==> src/rtl/udm_bus_initiator.sv <==
// rtl/udm_bus_initiator.sv - single-outstanding udm bus initiator with read response port and timeouts
module udm_bus_initiator #(
  parameter int unsigned BUS_TIMEOUT   = 1024,
  parameter logic [31:0] TIMEOUT_RDATA = 32'hDEADBEEF
) (
  input  logic        clk_i,
  input  logic        rst_i,
  input  logic        cmd_req_i,
  input  logic        cmd_we_i,
  input  logic [31:0] cmd_addr_bi,
  input  logic [3:0]  cmd_be_bi,
  input  logic [31:0] cmd_wdata_bi,
  output logic        cmd_ack_o,
  output logic        resp_req_o,
  output logic [31:0] resp_rdata_bo,
  output logic        resp_err_o,
  input  logic        resp_ack_i,
  output logic        bus_req_o,
  output logic        bus_we_o,
  output logic [31:0] bus_addr_bo,
  output logic [3:0]  bus_be_bo,
  output logic [31:0] bus_wdata_bo,
  input  logic        bus_ack_i,
  input  logic        bus_resp_i,
  input  logic [31:0] bus_rdata_bi,
  output logic        busy_o,
  output logic [7:0]  err_cnt_bo
);

  localparam int unsigned TW = $clog2(BUS_TIMEOUT);

  typedef enum logic [1:0] {
    S_IDLE      = 2'd0,
    S_REQ       = 2'd1,
    S_WAIT_RESP = 2'd2,
    S_RESP_OUT  = 2'd3
  } state_t;

  state_t        r_state;
  state_t        w_next_state;
  logic [TW-1:0] r_timer;
  logic          r_we;
  logic [31:0]   r_addr;
  logic [3:0]    r_be;
  logic [31:0]   r_wdata;
  logic [31:0]   r_rdata;
  logic          r_err;
  logic [7:0]    r_err_cnt;
  logic          w_timer_done;
  logic          w_latch_cmd;
  logic          w_capture;
  logic          w_timeout;

  // The timer counts from 0 on entry, so the last allowed cycle sees BUS_TIMEOUT-1.
  assign w_timer_done = (r_timer == TW'(BUS_TIMEOUT - 1));

  // State register.
  always_ff @(posedge clk_i or posedge rst_i) begin
    if (rst_i) r_state <= S_IDLE;
    else       r_state <= w_next_state;
  end

  // Next state and datapath strobes; ack/resp are tested before the timeout so they win a tie.
  always_comb begin
    w_next_state = r_state;
    w_latch_cmd  = 1'b0;
    w_capture    = 1'b0;
    w_timeout    = 1'b0;
    case (r_state)
      S_IDLE: begin
        if (cmd_req_i) begin
          w_latch_cmd  = 1'b1;
          w_next_state = S_REQ;
        end
      end
      S_REQ: begin
        if (bus_ack_i) begin
          if (r_we) begin
            w_next_state = S_IDLE;
          end else if (bus_resp_i) begin
            w_capture    = 1'b1;
            w_next_state = S_RESP_OUT;
          end else begin
            w_next_state = S_WAIT_RESP;
          end
        end else if (w_timer_done) begin
          w_timeout    = 1'b1;
          w_next_state = r_we ? S_IDLE : S_RESP_OUT;
        end
      end
      S_WAIT_RESP: begin
        if (bus_resp_i) begin
          w_capture    = 1'b1;
          w_next_state = S_RESP_OUT;
        end else if (w_timer_done) begin
          w_timeout    = 1'b1;
          w_next_state = S_RESP_OUT;
        end
      end
      S_RESP_OUT: begin
        if (resp_ack_i) w_next_state = S_IDLE;
      end
      default: w_next_state = S_IDLE;
    endcase
  end

  // Command registers drive the bus directly and stay stable for the whole transaction.
  always_ff @(posedge clk_i or posedge rst_i) begin
    if (rst_i) begin
      r_we    <= 1'b0;
      r_addr  <= '0;
      r_be    <= '0;
      r_wdata <= '0;
    end else if (w_latch_cmd) begin
      r_we    <= cmd_we_i;
      r_addr  <= cmd_addr_bi;
      r_be    <= cmd_be_bi;
      r_wdata <= cmd_wdata_bi;
    end
  end

  // Timer restarts on every state change and runs only while waiting on the bus.
  always_ff @(posedge clk_i or posedge rst_i) begin
    if (rst_i) begin
      r_timer <= '0;
    end else if (w_next_state != r_state) begin
      r_timer <= '0;
    end else if (r_state == S_REQ || r_state == S_WAIT_RESP) begin
      r_timer <= r_timer + TW'(1);
    end
  end

  // Response data/error capture; a write timeout leaves the response registers untouched.
  always_ff @(posedge clk_i or posedge rst_i) begin
    if (rst_i) begin
      r_rdata <= '0;
      r_err   <= 1'b0;
    end else if (w_capture) begin
      r_rdata <= bus_rdata_bi;
      r_err   <= 1'b0;
    end else if (w_timeout && !r_we) begin
      r_rdata <= TIMEOUT_RDATA;
      r_err   <= 1'b1;
    end
  end

  // Saturating count of ack and resp timeouts.
  always_ff @(posedge clk_i or posedge rst_i) begin
    if (rst_i) begin
      r_err_cnt <= '0;
    end else if (w_timeout && r_err_cnt != 8'hFF) begin
      r_err_cnt <= r_err_cnt + 8'd1;
    end
  end

  assign cmd_ack_o     = (r_state == S_IDLE);
  assign busy_o        = (r_state != S_IDLE);
  assign bus_req_o     = (r_state == S_REQ);
  assign resp_req_o    = (r_state == S_RESP_OUT);
  assign bus_we_o      = r_we;
  assign bus_addr_bo   = r_addr;
  assign bus_be_bo     = r_be;
  assign bus_wdata_bo  = r_wdata;
  assign resp_rdata_bo = r_rdata;
  assign resp_err_o    = r_err;
  assign err_cnt_bo    = r_err_cnt;

endmodule
==> config.mk <==
export PLATFORM = sky130hd
export DESIGN_NAME = udm_bus_initiator
export DESIGN_NICKNAME = d
export VERILOG_FILES = /design/src/rtl/udm_bus_initiator.sv
export SDC_FILE = /design/constraint.sdc
export NUM_CORES = 1
export LEC_CHECK = 0
export ABC_CLOCK_PERIOD_IN_PS = 5500
export BUFFER_PORTS_ARGS = -buffer_cell sky130_fd_sc_hd__buf_4
export CORE_MARGIN = 2
export CORE_UTILIZATION = 51
export CTS_CLUSTER_SIZE = 20
export DETAILED_ROUTE_END_ITERATION = 6
export PLACE_DENSITY = 0.86
export SETUP_SLACK_MARGIN = 0.05
export SLEW_MARGIN = 20
export SYNTH_ARGS = -nofsm -noshare
export SYNTH_HDL_FRONTEND = slang
export SYNTH_SLANG_ARGS = --single-unit
==> constraint.sdc <==
create_clock -name clk_i -period 5.5 [get_ports clk_i]
set_clock_uncertainty 0.05 [all_clocks]
set_input_delay 0.55 -clock clk_i [delete_from_list [all_inputs] [get_ports clk_i]]
set_output_delay 0.55 -clock clk_i [all_outputs]
set_load 0.005 [all_outputs]
==> impl_metrics.json, run 1 <==
{
  "setup_viol": 0,
  "cp.arrival_ns": 3.18,
  "finalHoldViolCount": 0,
  "clk_pin_slew_ns": 0.06,
  "cts_max_level": 4,
  "synthDistinctLibCells": 40,
  "worstPathCellList": "inv_1, ha_1, and3b_1, o21ai_2, nor2_1, or2_1, o22a_1",
  "stdcell_count": 711,
  "critPathTopFamily": "simple AND/OR/NAND/NOR gates",
  "syn_area_sq_um": 4900,
  "vias_per_cell": 5.27,
  "syn_area_per_cell_sq_um": 14.2,
  "ios": 221,
  "fmax_ghz": 0.358,
  "clkSinkCount": 122,
  "met3_usage": 0.0958,
  "timing.final.ws_setup_ns": 2.71,
  "clockRootBuffer": "clkbuf_8",
  "critical_path.max_stage_delay_ns": 0.73,
  "setup-tns-final_ns": 0,
  "num_rows": 35,
  "area_delta_synth_final_pct": 47.1,
  "max_cap_violations": 0,
  "synth_seq_cells": 122,
  "fp.dieH_microns": 102,
  "routabilityCongestion": 0.886,
  "synthesis.nets": 459,
  "dpl_cell_area_sq_um": 6640,
  "ir_worst_vdd_mv": 0.327,
  "routedWlPerCell_microns": 19.1,
  "dp_cells": 679,
  "busiest_layer": "met2",
  "grt_pass1_vias": 3907,
  "worst_pin_slew_ns": 0.857,
  "cts_buffers": 17,
  "start_util": 0.528,
  "grt_util_all_layers": 0.260,
  "finalCriticalPeriod_ns": 2.79,
  "synth_seq_area_share": 0.622,
  "start_kind": "flop",
  "cts_buffer_depth": 2,
  "antenna_found_initial": 0,
  "crit_required_ns": 5.89,
  "clkPwrFrac": 0.257,
  "crit_path_max_fanout": 24,
  "die_w_microns": 102,
  "p_leak_nw": 3.46,
  "fillers": 537,
  "grt_use_met2": 0.434,
  "cpMaxStageDelayCell": "or2_1",
  "drv_slew": 0,
  "sw_frac_of_total": 0.312,
  "dr.first_iter.drc_count": 213,
  "critPathCaptureType": "flop",
  "rsz0062_at_grt": "false",
  "core_sq_um": 9280,
  "vias": 3750,
  "path_buf_inv": 1,
  "relSlewSlack": 0.429,
  "dieArea_sq_um": 10400,
  "syn_inst": 346,
  "min_period_over_period": 0.507,
  "yosys_warnings": 0,
  "met1_usage": 0.293,
  "gr-total-overflow": 0,
  "fin_area_sq_um": 7220,
  "internal_power_mw": 2.87,
  "hp-class": "primary input to async pin",
  "seqPwrFrac": 0.368,
  "hpwl_mm": 9.76,
  "nets": 682,
  "pwr-share-comb": 0.374,
  "grt_max_degree": 70,
  "postCtsResizedCells": 0,
  "worst-setup-path-type": "flop to flop",
  "power_density_nw_per_um2": 579,
  "ant_nets": 0,
  "p_sw_mw": 1.31,
  "port-buffer-count": 220,
  "diodes": 0,
  "first_pass_iters": 5,
  "place_ws_ns": 2.78,
  "post-cts-setup-buffers": 0,
  "hold_buffers": 0,
  "hold_slack_ns": 0.137,
  "grt_pass1_wl_mm": 20.2,
  "status": "finished clean",
  "clk_latency_ns": 0.51,
  "cts_tree": "done",
  "wl_mm": 13.6,
  "drc": 0,
  "drive_gt1_frac": 0.570
}
## layer usage
metal | vias up | share of wire
met5 | - | 0
li1 | 1707 | -
met1 | 1811 | 0.36
met3 | 35 | 0.078
met2 | 197 | 0.52
met4 | 0 | 0.042
## final timing paths
kind,start,to,slack [ns],depth (start not counted)
max,r_state[1],resp_rdata_bo[11],2.71,7
min,rst_i,bus_addr_bo[27],0.14,2
max reg2reg,r_state[1],resp_rdata_bo[11],2.71,7
min reg2reg,resp_rdata_bo[23],resp_rdata_bo[23],0.44,1
max in group asynchronous,rst_i,bus_be_bo[3],4.03,3
min in group clk_i,cmd_be_bi[1],bus_be_bo[1],0.21,2
## cell type report
class | count | area, sq um | area share
Sequential cell | 122 | 3050 | 0.423
Multi-Input combinational cell | 201 | 1740 | 0.241
Timing Repair Buffer | 222 | 1670 | 0.231
Clock buffer | 18 | 418 | 0.0579
Tap cell | 129 | 161 | 0.0224
Clock inverter | 14 | 158 | 0.0218
Inverter | 5 | 21.3 | 0.00295
## through the flow
step / utilization / power, mW
2_1_floorplan: - / 2.24
3_3_place_gp: 0.715 / 3.01
3_5_place_dp: 0.715 / 3.10
4_1_cts: 0.777 / 4.20
5_1_grt: 0.777 / 4.41
6_report: 0.777 / 4.18
## power by group through the flow
stage / registers, mW / logic (mW) / clock network [mW]
global placement: 1.51 / 1.50 / 0
global route: 1.58 / 1.69 / 1.14
finish: 1.54 / 1.57 / 1.08
detailed placement: 1.54 / 1.56 / 0
CTS: 1.54 / 1.57 / 1.09
floorplan: 1.53 / 0.701 / 0
## flip-flops by register name, indices dropped and copies added (netlist names)
register       count
bus_wdata_bo      32
r_timer           10
err_cnt_bo         8
bus_be_bo          4
resp_rdata_bo     32
bus_addr_bo       32
bus_we_o           1
resp_err_o         1
r_state            2
## cell usage after synthesis, drive strengths merged
master / instances / area (sq um)
or3: 1 / 6.26
o21ai: 5 / 28.8
o31ai: 3 / 22.5
a221o: 1 / 10.0
mux2i: 1 / 10.0
xnor2: 9 / 78.8
xor2: 7 / 61.3
nand3: 9 / 50.1
nor2b: 3 / 18.8
or2b: 1 / 7.51
and3: 2 / 12.5
nor4: 1 / 12.5
or2: 2 / 12.5
nor3: 15 / 91.3
dfrtp: 122 / 3050
a31oi: 1 / 6.26
a211oi: 2 / 15.0
inv: 5 / 18.8
nand2: 8 / 30.0
mux2: 70 / 788
a22o: 8 / 70.1
clkbuf: 6 / 22.5
nor2: 8 / 30.0
buf: 12 / 73.8
nand2b: 1 / 6.26
ha: 6 / 75.1
and2b: 1 / 8.76
a21oi: 3 / 15.0
nand4: 8 / 50.1
o22a: 24 / 210
and3b: 1 / 8.76
## cells by family (layout without fill, tap and decap cells)
logic type | Yosys count | count (layout) | share of synthesized area
buf+inv | 23 | 259 | 0.0235
mux | 71 | 71 | 0.163
xor+xnor | 16 | 16 | 0.0286
simple gates | 61 | 61 | 0.0704
fa+ha+maj | 6 | 6 | 0.0153
flops | 122 | 122 | 0.622
compound gates | 47 | 47 | 0.0770
## placed cells by master (no fill, tap or decap), drive strengths merged, types with 5 or more instances in the layout
master	synthesis	routed
nand4	8	8
mux2	70	70
a22o	8	8
nand3	9	9
xnor2	9	9
clkbuf	6	18
inv	5	11
o22a	24	24
dfrtp	122	122
nor3	15	15
ha	6	6
nand2	8	8
o21ai	5	5
nor2	8	8
xor2	7	7
buf	12	222
Note: power is estimated with default switching activity, not from simulation.
==> run 2, diff against run 1 <==
--- a/config.mk
+++ b/config.mk
@@ -5,13 +5,13 @@
 export SDC_FILE = /design/constraint.sdc
 export NUM_CORES = 1
 export LEC_CHECK = 0
-export ABC_CLOCK_PERIOD_IN_PS = 5500
+export ABC_CLOCK_PERIOD_IN_PS = 2400
 export BUFFER_PORTS_ARGS = -buffer_cell sky130_fd_sc_hd__buf_4
 export CORE_MARGIN = 2
-export CORE_UTILIZATION = 51
+export CORE_UTILIZATION = 42
 export CTS_CLUSTER_SIZE = 20
 export DETAILED_ROUTE_END_ITERATION = 6
-export PLACE_DENSITY = 0.86
+export PLACE_DENSITY = 0.75
 export SETUP_SLACK_MARGIN = 0.05
 export SLEW_MARGIN = 20
 export SYNTH_ARGS = -nofsm -noshare
==> constraint.sdc (replaced) <==
create_clock -name clk_i -period 2.4 [get_ports clk_i]
set_clock_uncertainty 0.05 [all_clocks]
set_input_delay 0.24 -clock clk_i [delete_from_list [all_inputs] [get_ports clk_i]]
set_output_delay 0.24 -clock clk_i [all_outputs]
set_load 0.005 [all_outputs]
==> run 2 against run 1 <==
Against the previous run: cell area rose by 12%; combinational power rose by 140%; first-iteration DRC count rose by 2.8%; sequential cell count did not move.
==> impl_metrics.json, run 2 (synthesis gave the netlist of run 1 again) <==
{
  "status": "finished clean",
  "routedWlPerCell_microns": 17.5,
  "final_common_cell": "buf_4",
  "post-cts-setup-buffers": 0,
  "r2r_start": "r_state[1]",
  "cts_buffer_depth": 2,
  "grt_pass1_vias": 4373,
  "nets": 760,
  "drc": 0,
  "ios": 221,
  "place_ws_ns": 0.119,
  "diodes": 0,
  "cts_buffers": 17,
  "cp.arrival_ns": 2.47,
  "finalCriticalPeriod_ns": 2.20,
  "crit_required_ns": 2.67,
  "start_util": 0.430,
  "power_density_nw_per_um2": 1200,
  "ir_worst_vdd_mv": 0.781,
  "rsz0062_at_grt": "true",
  "grt_pass1_wl_mm": 23.0,
  "finalHoldViolCount": 0,
  "critPathCaptureType": "flop",
  "fillers": 759,
  "start_kind": "flop",
  "clk_pin_slew_ns": 0.05,
  "worst-setup-path-type": "flop to flop",
  "hp-class": "primary input to flop",
  "worst_pin_slew_ns": 0.574,
  "routabilityCongestion": 0.765,
  "core_sq_um": 11400,
  "dr.first_iter.drc_count": 219,
  "p_leak_nw": 3.81,
  "ant_nets": 0,
  "min_from": "cmd_addr_bi[6]",
  "grt_util_all_layers": 0.234,
  "max_cap_violations": 0,
  "gr-total-overflow": 0,
  "total_power_mw": 9.70,
  "timing.final.ws_setup_ns": 0.198,
  "min_period_over_period": 0.917,
  "seqCellArea_sq_um": 3060,
  "drv_slew": 0,
  "antenna_found_initial": 0,
  "wl_mm": 14.1,
  "clkSinkCount": 122,
  "cts_tree": "done",
  "vias": 4027,
  "setup-tns-final_ns": 0,
  "cts_max_level": 4,
  "hpwl_mm": 8.76,
  "clk_latency_ns": 0.41,
  "setup_viol": 0,
  "relSlewSlack": 0.616,
  "die_w_microns": 112,
  "clockRootBuffer": "clkbuf_16",
  "multi_input_area_sq_um": 1750,
  "crit_path_max_fanout": 10,
  "vias_per_cell": 5.01,
  "first_pass_iters": 4,
  "drive_gt1_frac": 0.514,
  "dieArea_sq_um": 12600,
  "fp.dieH_microns": 112,
  "final_cell_mix": "buf_4, dfrtp_1, dlygate4sd3_1",
  "area_delta_synth_final_pct": 64.2,
  "fmax_ghz": 0.454,
  "crit_start": "r_state[1]",
  "port-buffer-count": 220,
  "num_rows": 39,
  "grt_max_degree": 78
}
run 2: where the power goes:
part           total, mW  leakage [nW]  internal (mW)  switching, mW
registers           3.53          1.47           2.97          0.565
logic               3.72          2.05           2.24           1.48
clock network       2.45         0.289           1.58          0.869
total               9.70          3.81           6.79           2.91
run 2: area by class of cell:
cell class | count | area share
Inverter | 5 | 0.00280
Sequential cell | 122 | 0.379
Clock inverter | 7 | 0.00777
Clock buffer | 25 | 0.0640
Timing Repair Buffer | 300 | 0.306
Multi-Input combinational cell | 201 | 0.218
Tap cell | 143 | 0.0222
run 2: worst paths after layout:
check                                   end  slack [ns]  depth (start not counted)
setup / recovery                 r_timer[7]        0.20                          7
hold / removal               bus_addr_bo[6]        0.02                          2
setup reg to reg                 r_timer[7]        0.20                          7
hold reg to reg            resp_rdata_bo[0]        0.44                          1
max in group asynchronous  bus_wdata_bo[14]        1.35                          4
min in group asynchronous    bus_addr_bo[9]        0.45                          4
run 2: repair_timing:
| action | CTS | global route |
|---|---|---|
| resized for setup | 0 | 6 |
| setup endpoints to repair | 0 | 42 |
| hold buffers | 75 | 0 |
| hold endpoints to repair | 159 | 0 |
run 2: per-layer routing:
metal,track usage,up-vias,wire (microns)
met5,0,-,0
met4,0.0967,0,292
met3,0.0718,25,1040
met2,0.405,182,7390
met1,0.272,1961,5350
li1,-,1859,-
run 2: per-stage QoR:
| step | instance area (sq um) | hold slack (ns) | utilization | cells |
|---|---|---|---|---|
| 3_5_place_dp | 6710 | 0.358 | 0.587 | 696 |
| 3_3_place_gp | 6710 | 0.350 | 0.587 | 696 |
| 6_report | 8050 | 0.0187 | 0.705 | 803 |
| 2_1_floorplan | 4910 | 0.330 | - | 346 |
| 5_1_grt | 8050 | 0.00256 | 0.705 | 803 |
| 4_1_cts | 8040 | 0.000329 | 0.704 | 803 |
run 2: critical path, stage by stage (launching register included):
cell,delay [ns]
dfrtp_2,0.44
inv_1,0.12
ha_1,0.24
and3b_1,0.23
o21ai_4,0.20
nand3_1,0.14
a221o_2,0.46
nor3_1,0.23
==> run 3, diff against run 2 <==
--- a/config.mk
+++ b/config.mk
@@ -5,7 +5,7 @@
 export SDC_FILE = /design/constraint.sdc
 export NUM_CORES = 1
 export LEC_CHECK = 0
-export ABC_CLOCK_PERIOD_IN_PS = 2400
+export ABC_CLOCK_PERIOD_IN_PS = 2000
 export BUFFER_PORTS_ARGS = -buffer_cell sky130_fd_sc_hd__buf_4
 export CORE_MARGIN = 2
 export CORE_UTILIZATION = 42
==> constraint.sdc (replaced) <==
create_clock -name clk_i -period 2 [get_ports clk_i]
set_clock_uncertainty 0.05 [all_clocks]
set_input_delay 0.2 -clock clk_i [delete_from_list [all_inputs] [get_ports clk_i]]
set_output_delay 0.2 -clock clk_i [all_outputs]
set_load 0.005 [all_outputs]
==> run 3 against run 2 <==
Against the previous run: utilization up 5.9 points; worst setup slack worse by 0.24 ns; critical path type unchanged; the flow now finishes with violations (negative setup slack); sequential share of layout area down 2.9 points; non-clock buffer count up 57; maximum frequency up 8.0%; register-to-register slack worse by 0.24 ns.
==> impl_metrics.json, run 3 (synthesis gave the netlist of run 1 again) <==
{
  "r2r-end": "resp_rdata_bo[0]",
  "critPathCaptureType": "flop",
  "gr-total-overflow": 0,
  "start_util": 0.430,
  "cts_max_level": 4,
  "clk_pin_slew_ns": 0.06,
  "antenna_found_initial": 0,
  "hold_end": "r_state[0]",
  "r2r_start": "r_state[0]",
  "top_layer": "met4",
  "hpwl_mm": 9.19,
  "start_kind": "flop",
  "min_from": "cmd_req_i",
  "min_period_over_period": 1.02,
  "power_density_nw_per_um2": 1410,
  "worst-setup-path-type": "flop to flop",
  "grt_util_all_layers": 0.251,
  "grt_pass1_vias": 4693,
  "core_sq_um": 11400,
  "cts_buffer_depth": 2,
  "total_power_mw": 12.3,
  "setup_viol": 7,
  "crit_path_max_fanout": 6,
  "vias": 4435,
  "diodes": 0,
  "ant_nets": 0,
  "r2r_slack_ns": -0.04,
  "die_w_microns": 112,
  "setup-tns-final_ns": -0.0867,
  "status": "complete, but fails checks",
  "drc": 0,
  "dieArea_sq_um": 12600,
  "finalHoldViolCount": 0,
  "fmax_ghz": 0.490,
  "first_pass_iters": 4,
  "relSlewSlack": 0.560,
  "max_cap_violations": 0,
  "drv_slew": 0,
  "worst_pin_slew_ns": 0.660,
  "cts_buffers": 17,
  "ir_worst_vdd_mv": 0.901,
  "clk_latency_ns": 0.41,
  "hp-class": "primary input to flop",
  "wl_met3_mm": 1.04,
  "area_delta_synth_final_pct": 77.9,
  "port-buffer-count": 220,
  "place_ws_ns": -0.105,
  "wl_mm": 16.8,
  "met1_length_mm": 6.24,
  "grt_max_degree": 72,
  "timing.final.ws_setup_ns": -0.0391,
  "cp.arrival_ns": 2.27,
  "cts_tree": "done",
  "final_common_cell": "buf_4",
  "holdPathStages": 3,
  "final_util": 0.764,
  "violations": "negative setup slack",
  "met2_length_mm": 9.01,
  "routedWlPerCell_microns": 19.5,
  "clkSinkCount": 122,
  "nets": 818,
  "crit_required_ns": 2.23,
  "ios": 221,
  "num_rows": 39,
  "p_leak_nw": 4.08,
  "routabilityCongestion": 0.905,
  "r2r_cells": 7,
  "fp.dieH_microns": 112,
  "drive_gt1_frac": 0.552,
  "vias_per_cell": 5.16,
  "dr.first_iter.drc_count": 228,
  "clockRootBuffer": "clkbuf_16",
  "final_cell_mix": "buf_4, dfrtp_1, dlygate4sd3_1",
  "rsz0062_at_grt": "true",
  "grt_pass1_wl_mm": 24.4,
  "finalCriticalPeriod_ns": 2.04
}
-- run 3: changes by cell type in the layout (fill, tap and decap cells not counted), moves of 3 or more --
| cell | before | now |
|---|---|---|
| buf_4 | 223 | 250 |
| dlygate4sd3_1 | 75 | 101 |
| nor3_1 | 13 | 3 |
| nor3_2 | 1 | 11 |
| ha_1 | 6 | 2 |
| clkbuf_8 | 6 | 3 |
-- run 3: timing repair --
action	CTS	global route
hold endpoints to repair	180	0
gates cloned	1	2
hold buffers	101	0
setup endpoints to repair	45	50
resized for setup	12	23
setup buffers	1	5
pin swaps	7	16
-- run 3: worst max path at each step --
| stage | from | end | slack, ns | cells past startpoint |
|---|---|---|---|---|
| after detailed placement | r_state[0] | r_timer[4] | -0.11 | 6 |
| after floorplan | r_state[0] | resp_rdata_bo[12] | 0.06 | 8 |
| after CTS | r_timer[1] | resp_rdata_bo[0] | -0.02 | 8 |
| after global placement | r_state[0] | r_timer[4] | -0.01 | 6 |
| after global routing | r_timer[1] | resp_rdata_bo[0] | -0.12 | 8 |
| final | r_state[0] | resp_rdata_bo[0] | -0.04 | 7 |
-- run 3: through the flow --
stage,cells,hold WS (ns),instance area [sq um]
global placement,719,0.292,6900
global route,860,0.0672,8720
CTS,853,0.00167,8530
floorplan,346,0.290,4930
detailed placement,719,0.298,6900
finish,860,0.0310,8720
-- run 3: area by class of cell --
cell class / instances / area (sq um)
Tap cell: 143 / 179
Fill cell: 676 / 2690
Timing Repair Buffer: 357 / 3010
Inverter: 5 / 22.5
Sequential cell: 122 / 3060
Multi-Input combinational cell: 202 / 1910
Clock buffer: 23 / 478
Clock inverter: 8 / 70.1
-- run 3: routing by layer --
layer / vias up / global-route usage
met5: - / 0
met4: 0 / 0.105
met3: 41 / 0.0626
met2: 220 / 0.450
met1: 2190 / 0.287
li1: 1984 / -
-- run 3: power by group --
group | switching, mW | internal (mW)
combinational | 2.12 | 3.05
sequential | 0.733 | 3.57
clock | 1.07 | 1.79
total | 3.93 | 8.40
-- run 3: worst max-delay path, cell delays in order, from the launching register on --
cell     delay, ns
dfrtp_2       0.44
ha_4          0.18
and3b_1       0.20
o21ai_4       0.26
nor2_2        0.10
or2_4         0.28
buf_12        0.15
o22a_1        0.23
